--- src/rtl/preset_writer.sv ---
`default_nettype none
// ============================================================================
// preset_writer : replays an accepted 4-digit BCD preset as a sequence of
//                 single-digit writes (LSD first) to the counter write port.
// Revision 1.0
// ============================================================================
module preset_writer #(
    parameter int unsigned HOLD_CYCLES = 2,
    parameter bit          CHECK_BCD   = 1'b1
) (
    input  logic        ck_i,
    input  logic        rst_i,
    input  logic        load_i,
    output logic        ready_o,
    input  logic [15:0] preset_i,
    input  logic [3:0]  mask_i,
    input  logic        abort_i,
    output logic [1:0]  digit_o,
    output logic [3:0]  wvalue_o,
    output logic        wenable_o,
    output logic        busy_o,
    output logic        done_o,
    output logic        err_o
);

    localparam logic [2:0] IDLE    = 3'd0;
    localparam logic [2:0] SETUP   = 3'd1;
    localparam logic [2:0] STROBE  = 3'd2;
    localparam logic [2:0] RELEASE = 3'd3;
    localparam logic [2:0] DONE    = 3'd4;

    localparam logic [3:0] HOLD_RELOAD = 4'(HOLD_CYCLES - 1);

    logic [2:0]  state_q,  state_d;
    logic [15:0] preset_q, preset_d;
    logic [3:0]  pend_q,   pend_d;
    logic [3:0]  cnt_q,    cnt_d;
    logic [1:0]  digit_q,  digit_d;
    logic [3:0]  wvalue_q, wvalue_d;
    logic        wen_q,    wen_d;
    logic        err_q,    err_d;

    logic [3:0]  w_bad;
    logic        w_reject;
    logic        w_busy;
    logic [3:0]  w_src_mask;
    logic [15:0] w_src_preset;
    logic        w_found;
    logic [1:0]  w_first;
    logic [3:0]  w_nibble;
    logic [3:0]  w_first_bit;

    // Only digits that will actually be written take part in BCD validation.
    generate
        for (genvar n = 0; n < 4; n++) begin : g_digit
            assign w_bad[n] = mask_i[n] && (preset_i[4*n +: 4] > 4'd9);
        end
    endgenerate

    assign w_reject = (CHECK_BCD != 1'b0) && (|w_bad);
    assign w_busy   = (state_q == SETUP) || (state_q == STROBE) || (state_q == RELEASE);

    // In IDLE the first digit is picked straight from the request inputs so
    // that SETUP can follow acceptance without an extra cycle.
    assign w_src_mask   = (state_q == IDLE) ? mask_i   : pend_q;
    assign w_src_preset = (state_q == IDLE) ? preset_i : preset_q;

    always_comb begin
        w_found = 1'b0;
        w_first = 2'd0;
        for (int n = 3; n >= 0; n--) begin
            if (w_src_mask[n]) begin
                w_found = 1'b1;
                w_first = 2'(n);
            end
        end
    end

    assign w_nibble    = w_src_preset[{w_first, 2'b00} +: 4];
    assign w_first_bit = 4'b0001 << w_first;

    always_comb begin
        state_d  = state_q;
        preset_d = preset_q;
        pend_d   = pend_q;
        cnt_d    = cnt_q;
        digit_d  = digit_q;
        wvalue_d = wvalue_q;
        err_d    = 1'b0;

        case (state_q)
            IDLE: begin
                if (load_i) begin
                    if (w_reject) begin
                        err_d = 1'b1;
                    end else begin
                        preset_d = preset_i;
                        if (w_found) begin
                            state_d  = SETUP;
                            digit_d  = w_first;
                            wvalue_d = w_nibble;
                            pend_d   = mask_i & ~w_first_bit;
                        end else begin
                            state_d = DONE;
                            pend_d  = 4'd0;
                        end
                    end
                end
            end
            SETUP: begin
                state_d = STROBE;
                cnt_d   = HOLD_RELOAD;
            end
            STROBE: begin
                if (cnt_q == 4'd0) begin
                    state_d = RELEASE;
                end else begin
                    cnt_d = cnt_q - 4'd1;
                end
            end
            RELEASE: begin
                if (w_found) begin
                    state_d  = SETUP;
                    digit_d  = w_first;
                    wvalue_d = w_nibble;
                    pend_d   = pend_q & ~w_first_bit;
                end else begin
                    state_d = DONE;
                end
            end
            DONE: begin
                state_d = IDLE;
            end
            default: begin
                state_d = IDLE;
            end
        endcase

        // Abort keeps the bus values; only the strobe and sequencing stop.
        if (abort_i && w_busy) begin
            state_d  = IDLE;
            pend_d   = 4'd0;
            digit_d  = digit_q;
            wvalue_d = wvalue_q;
        end
    end

    assign wen_d = (state_d != STROBE);

    always_ff @(posedge ck_i or posedge rst_i) begin
        if (rst_i) begin
            state_q  <= IDLE;
            preset_q <= 16'd0;
            pend_q   <= 4'd0;
            cnt_q    <= 4'd0;
            digit_q  <= 2'd0;
            wvalue_q <= 4'd0;
            wen_q    <= 1'b1;
            err_q    <= 1'b0;
        end else begin
            state_q  <= state_d;
            preset_q <= preset_d;
            pend_q   <= pend_d;
            cnt_q    <= cnt_d;
            digit_q  <= digit_d;
            wvalue_q <= wvalue_d;
            wen_q    <= wen_d;
            err_q    <= err_d;
        end
    end

    assign ready_o   = (state_q == IDLE);
    assign busy_o    = w_busy;
    assign done_o    = (state_q == DONE);
    assign err_o     = err_q;
    assign wenable_o = wen_q;
    assign digit_o   = digit_q;
    assign wvalue_o  = wvalue_q;

endmodule
`default_nettype wire
--- config.mk ---
export PLATFORM = sky130hd
export DESIGN_NAME = preset_writer
export DESIGN_NICKNAME = d
export VERILOG_FILES = /design/src/rtl/preset_writer.sv
export SDC_FILE = /design/constraint.sdc
export NUM_CORES = 1
export LEC_CHECK = 0
export CORE_MARGIN = 2
export CORE_UTILIZATION = 60
export CTS_CLUSTER_DIAMETER = 50
export CTS_CLUSTER_SIZE = 24
export DETAILED_ROUTE_END_ITERATION = 8
export DONT_BUFFER_PORTS = 1
export GPL_TIMING_DRIVEN = 0
export PLACE_DENSITY_LB_ADDON = 0.3
export SKIP_CTS_REPAIR_TIMING = 1
export SYNTH_ARGS = -nofsm -noshare
export SYNTH_HDL_FRONTEND = slang
export SYNTH_SLANG_ARGS = --single-unit
--- constraint.sdc ---
create_clock -name ck_i -period 7.2 [get_ports ck_i]
set_clock_uncertainty 0.15 [all_clocks]
set_input_delay 0.72 -clock ck_i [delete_from_list [all_inputs] [get_ports ck_i]]
set_output_delay 0.72 -clock ck_i [all_outputs]
set_load 0.005 [all_outputs]
Word-level counts from Yosys, hierarchy flattened
Index checks and enable logic that the tools add are counted.
W data, S select, Z words.
{ "word_totals": {"ff_bits": 35, "latch_bits": 0, "ramBits": 0, "rom_bits": 0, "input_bits": 24, "out_inout_bits": 11, "wordCells": 83, "n_memories": 0} }
{ "classes": {"add_sub_neg": 1, "n_mul": 0, "div": 0, "n_lt_le_gt_ge": 4, "eq_ne": 11, "n_shift": 2, "n_mux": 35, "bitwise": 5, "reduce_logical": 17} }
{ "op_table": {"columns": ["operator", "n"], "rows": [
  ["$mux W4", 10],
  ["$pmux W4 S2", 3],
  ["$gt A4 B4 Y1 const B", 4],
  ["$mux W16", 1],
  ["$shiftx A16 B5 Y4", 1],
  ["$mux W3", 5],
  ["$mux W2", 7],
  ["$ne A3 B2 Y1 const B", 4],
  ["$pmux W3 S4", 1],
  ["$and A4 B4 Y4", 2],
  ["$reduce_and A4 Y1", 2],
  ["$mux W1", 7],
  ["$eq A3 B2 Y1 const B", 2],
  ["$ne A2 B2 Y1 const B", 3],
  ["$logic_and A1 B1 Y1", 5],
  ["$logic_not A4 Y1", 1],
  ["$not A4 Y4", 1],
  ["$pmux W2 S2", 1],
  ["$reduce_bool A2 Y1", 2],
  ["$reduce_or A4 Y1", 1],
  ["$shl A1 B2 Y4 const A", 1],
  ["$sub A4 B1 Y4 const B", 1],
  ["$eq A3 B1 Y1 const B", 1],
  ["$eq A3 B3 Y1 const B", 1],
  ["6 further kinds", 8]
]} }

Depth between registers and ports, before layout
{ "logic_depth": {"ltp_word": 14, "mapped_depth": 9} }

Worst setup path after synthesis
No wires, ideal clock.
{ "synth_path": {"kind": "register to register", "from": "register state_q[2]", "to": "register wvalue_q[0], in the netlist wvalue_o[0]", "setup_time_ns": 0.125, "arrival_ns": 2.240, "required_time_ns": 6.925, "slack_ns": 4.684, "stages_incl_launch_ff": 9, "n_path_buf": 2, "synth_period_minus_slack_ns": 2.516, "cell_sequence": "dfrtp_1 > buf_6 > or3_4 > inv_1 > buf_1 > mux2i_1 > nor3_1 > or4_1 > mux2_4"} }
{ "synth_between": {"elab_chain_len": 11} }
{ "synth_lines": {"columns": ["item", "line", "text"], "rows": [
  ["from (decl)", "34", "logic [2:0] state_q, state_d;"],
  ["from (signal assigned)", "161", "state_q <= state_d;"],
  ["$logic_not A3 Y1", "65, 66, 91", null],
  ["$mux W4", "65", "assign w_src_mask = (state_q == IDLE) ? mask_i : pend_q;"],
  ["$mux W2 (4 in series)", "72", "if (w_src_mask[n]) begin"],
  ["$shiftx A16 B5 Y4", "79", "assign w_nibble = w_src_preset[{w_first, 2'b00} +: 4];"],
  ["$mux W4", "98, 122", null],
  ["$mux W4", "94", "if (w_reject) begin"],
  ["$mux W4", "93", "if (load_i) begin"],
  ["$pmux W4 S2", "91", "case (state_q)"],
  ["to (signal assigned)", "166", "wvalue_q <= wvalue_d;"],
  ["to (decl)", "39", "logic [3:0] wvalue_q, wvalue_d;"]
]} }
Parallel ways exist; a longest one is shown, timed or not. The select of a mux whose other input is x is not followed.
A chain may end at the register's enable or synchronous reset.

Worst setup path after layout
{ "layout_path": {"from": "register state_q[2]", "to": "register wvalue_q[3], in the netlist wvalue_o[3]"} }
The elaborated chain is that of the path after synthesis.

==> reports/results.ini <==
[floorplan]
core-area_um2=3340
die-height_um=62.8
initial_utilization_pct=62.2
x_dimension_of_the_die_um=62.8
std_cell_rows=21
io_pins=35
die_outline_area_um2=3950

[routing]
post_drt_wl_per_cell_um=15.7
routed_wl_um=4670
vias_per_cell=5.95
first_iter_violations=148
final_antenna_net_count=0
drt_pass1_iterations=6
drcViolationCount=0
num_vias=1767

[setup_path]
worstSetupStartpointType=flip-flop
timing.setup.critical_path_class=reg -> reg
reg2reg_from=state_q[2]$_DFF_PP0_
crit_path_start=state_q[2]$_DFF_PP0_
reg2reg_to=wvalue_o[3]$_DFFE_PP0P_
setup.reg_to_reg.worst_slack_ns=4.34
cp_cell_sequence=buf_6 -> or3_4 -> inv_1 -> buf_1 -> mux2i_1 -> nor3_1 -> or4_1 -> mux2_4
critical_path.endpoint_type=flip-flop
reg2reg_depth=8
critPathArrivalTime_ns=2.95
critPathMaxStageDelay_ns=0.45
crit_required_ns=7.29
cp_max_fo=10
highest_delay_cell_along_the_critical_path=buf_1

[placed_design]
gpl.final_weighted_congestion=0.875
numPortBuffers=0
hpwlAfterDp_um=3390

[power]
power_leakage_nw=1.04
vdd.ir_drop.worst_mv=0.177
power_density_nw_per_um2=432

[outcome]
status=finished, final reports clean

[synth]
synth_edf_count=0
yosys.cell_types.count=42
post_synth.cell_area_avg_um2=8.58
synth_cells=242
yosysWarningCount=0
synth-async-reset-ratio_pct=100
yosysSeqAreaShare_pct=42.2
synthesis.area_um2=2080
syn_nets=267
synth_flop_cell=dfrtp_1
postSynthRegisterBits=35

[layout]
synthToLayoutAreaGrowth_pct=6.69
most_frequent_standard_cell_in_the_layout_excluding_fill_and_tap_cells=nand2_1
antennaDiodeCount=0
post_route_cells_drive_above_1_share_pct=12.0
final_net_count=275
most-common-layout-cells=77 x nand2_1, 34 x dfrtp_1, 17 x a21oi_1

[timing]
finalSetupViolCount=0
drv_slew=0
timing_worst_slew_pin_value_ns=0.537
hold_violations=0
max_freq_ghz=0.349
period_share_pct=39.8
slew_margin_rel_pct=63.9
rsz_0062_raised_after_global_routing=no
period_needed_ns=2.86
post_route_hold_slack_ns=0.0675
final.setup.tns_ns=0

[global_routing]
grt_antenna_before_repair=0
grt_pass1_wl_um=8010
grt_overflow=0
grt_start_max_net_pins=36
first_global_vias=1714
gr-usage-all-layers_pct=26.5

[clocking]
worst_skew_pair.late_latency_ns=0.35
tritoncts=built
cts_inserted_buffers=5
number_of_levels_in_the_clock_h_tree=2
clock_path_buffers=2
clock_tree.root_cell=clkbuf_4
clkSinkCount=35
worst_setup_hold_path_clk_slew_ns=0.11

[job]
max_cap_violations=0

[min_path]
hold_path.class=in -> async

==> power breakdown <==
part / internal (mW) / total [mW] / leakage [nW] / switching (mW)
Sequential: 0.281 / 0.335 / 0.443 / 0.0537
Combinational: 0.220 / 0.516 / 0.569 / 0.296
Clock: 0.0376 / 0.106 / 0.0282 / 0.0682
Total: 0.538 / 0.956 / 1.04 / 0.418
==> Yosys cell counts, types with 2 or more instances <==
| master | instances | share of area, % |
|---|---|---|
| a21o_1 | 4 | 1.4 |
| a21oi_1 | 17 | 4.1 |
| buf_1 | 4 | 0.72 |
| buf_2 | 5 | 1.2 |
| buf_6 | 2 | 1.1 |
| clkbuf_1 | 5 | 0.90 |
| dfrtp_1 | 34 | 41 |
| inv_1 | 7 | 1.3 |
| mux2_2 | 2 | 1.1 |
| mux2_4 | 4 | 2.9 |
| mux2i_1 | 5 | 2.4 |
| mux2i_4 | 3 | 3.3 |
| nand2_1 | 77 | 14 |
| nand3_1 | 4 | 0.96 |
| nor2_1 | 10 | 1.8 |
| nor2b_1 | 3 | 0.90 |
| nor3_1 | 8 | 1.9 |
| nor3b_1 | 5 | 1.8 |
| nor4_1 | 3 | 0.90 |
| nor4b_1 | 2 | 0.84 |
| o211ai_1 | 5 | 1.8 |
| o21a_1 | 2 | 0.72 |
| o21ai_0 | 3 | 0.72 |
| o21ba_2 | 2 | 0.96 |
| o41ai_1 | 4 | 1.7 |
| or4_1 | 5 | 1.8 |
| xnor2_1 | 2 | 0.84 |
==> metrics by stage <==
stage          power, mW  setup slack [ns]  instances  util (%)  cell area (µm²)
2_1_floorplan      0.738              4.68        242         -             2080
3_3_place_gp       0.830              4.40        288      64.0             2130
3_5_place_dp       0.845              4.34        288      64.0             2130
4_1_cts            0.951              4.33        296      65.6             2190
5_1_grt             1.03              4.25        297      66.4             2220
6_report           0.956              4.34        297      66.4             2220
==> metal layers <==
metal	share of wire, %	track usage [%]	vias up
met1	43	35.1	837
met5	0	0	-
met2	45	40.2	86
li1	-	-	838
met4	1.6	9.72	0
met3	9.7	9.55	6
==> sequential cells by signal (all words and copies together) (netlist names) <==
signal     flops
cnt_q          4
pend_q         4
preset_q      16
digit_o        2
wenable_o      1
wvalue_o       4
state_q        3
err_o          1
==> logic make-up after synthesis <==
group / synth area share [%]
flip-flops: 42.2
buffers and inverters: 5.18
multiplexers: 9.64
AND/OR/NAND/NOR: 28.6
AO/OA/AOI/OAI: 12.5
XOR/XNOR: 1.27
adder cells (fa/ha/maj): 0.602
==> worst max-delay path, delay by kind of cell, from the launching register on <==
kind                   cells  cell delay, ns
buffers and inverters      3            0.74
multiplexers               2            0.55
flip-flops                 1            0.39
AND/OR/NAND/NOR            3            0.91
==> worst max-delay path by stage <==
stage | to | slack, ns | depth (start not counted)
floorplan | wvalue_o[0]$_DFFE_PP0P_ | 4.68 | 8
CTS | wvalue_o[3]$_DFFE_PP0P_ | 4.33 | 8
finish | wvalue_o[3]$_DFFE_PP0P_ | 4.34 | 8
global placement | wvalue_o[0]$_DFFE_PP0P_ | 4.40 | 8
global route | wvalue_o[3]$_DFFE_PP0P_ | 4.25 | 8
detailed placement | wvalue_o[3]$_DFFE_PP0P_ | 4.34 | 8
==> layout make-up <==
class | instances | area [µm²]
Buffer | 16 | 81.3
Clock buffer | 6 | 41.3
Clock inverter | 2 | 12.5
Fill cell | 305 | 1120
Inverter | 7 | 26.3
Multi-Input combinational cell | 184 | 1090
Sequential cell | 35 | 877
Tap cell | 46 | 57.6
Timing Repair Buffer | 1 | 27.5
Power figures use the tool's default switching activity.
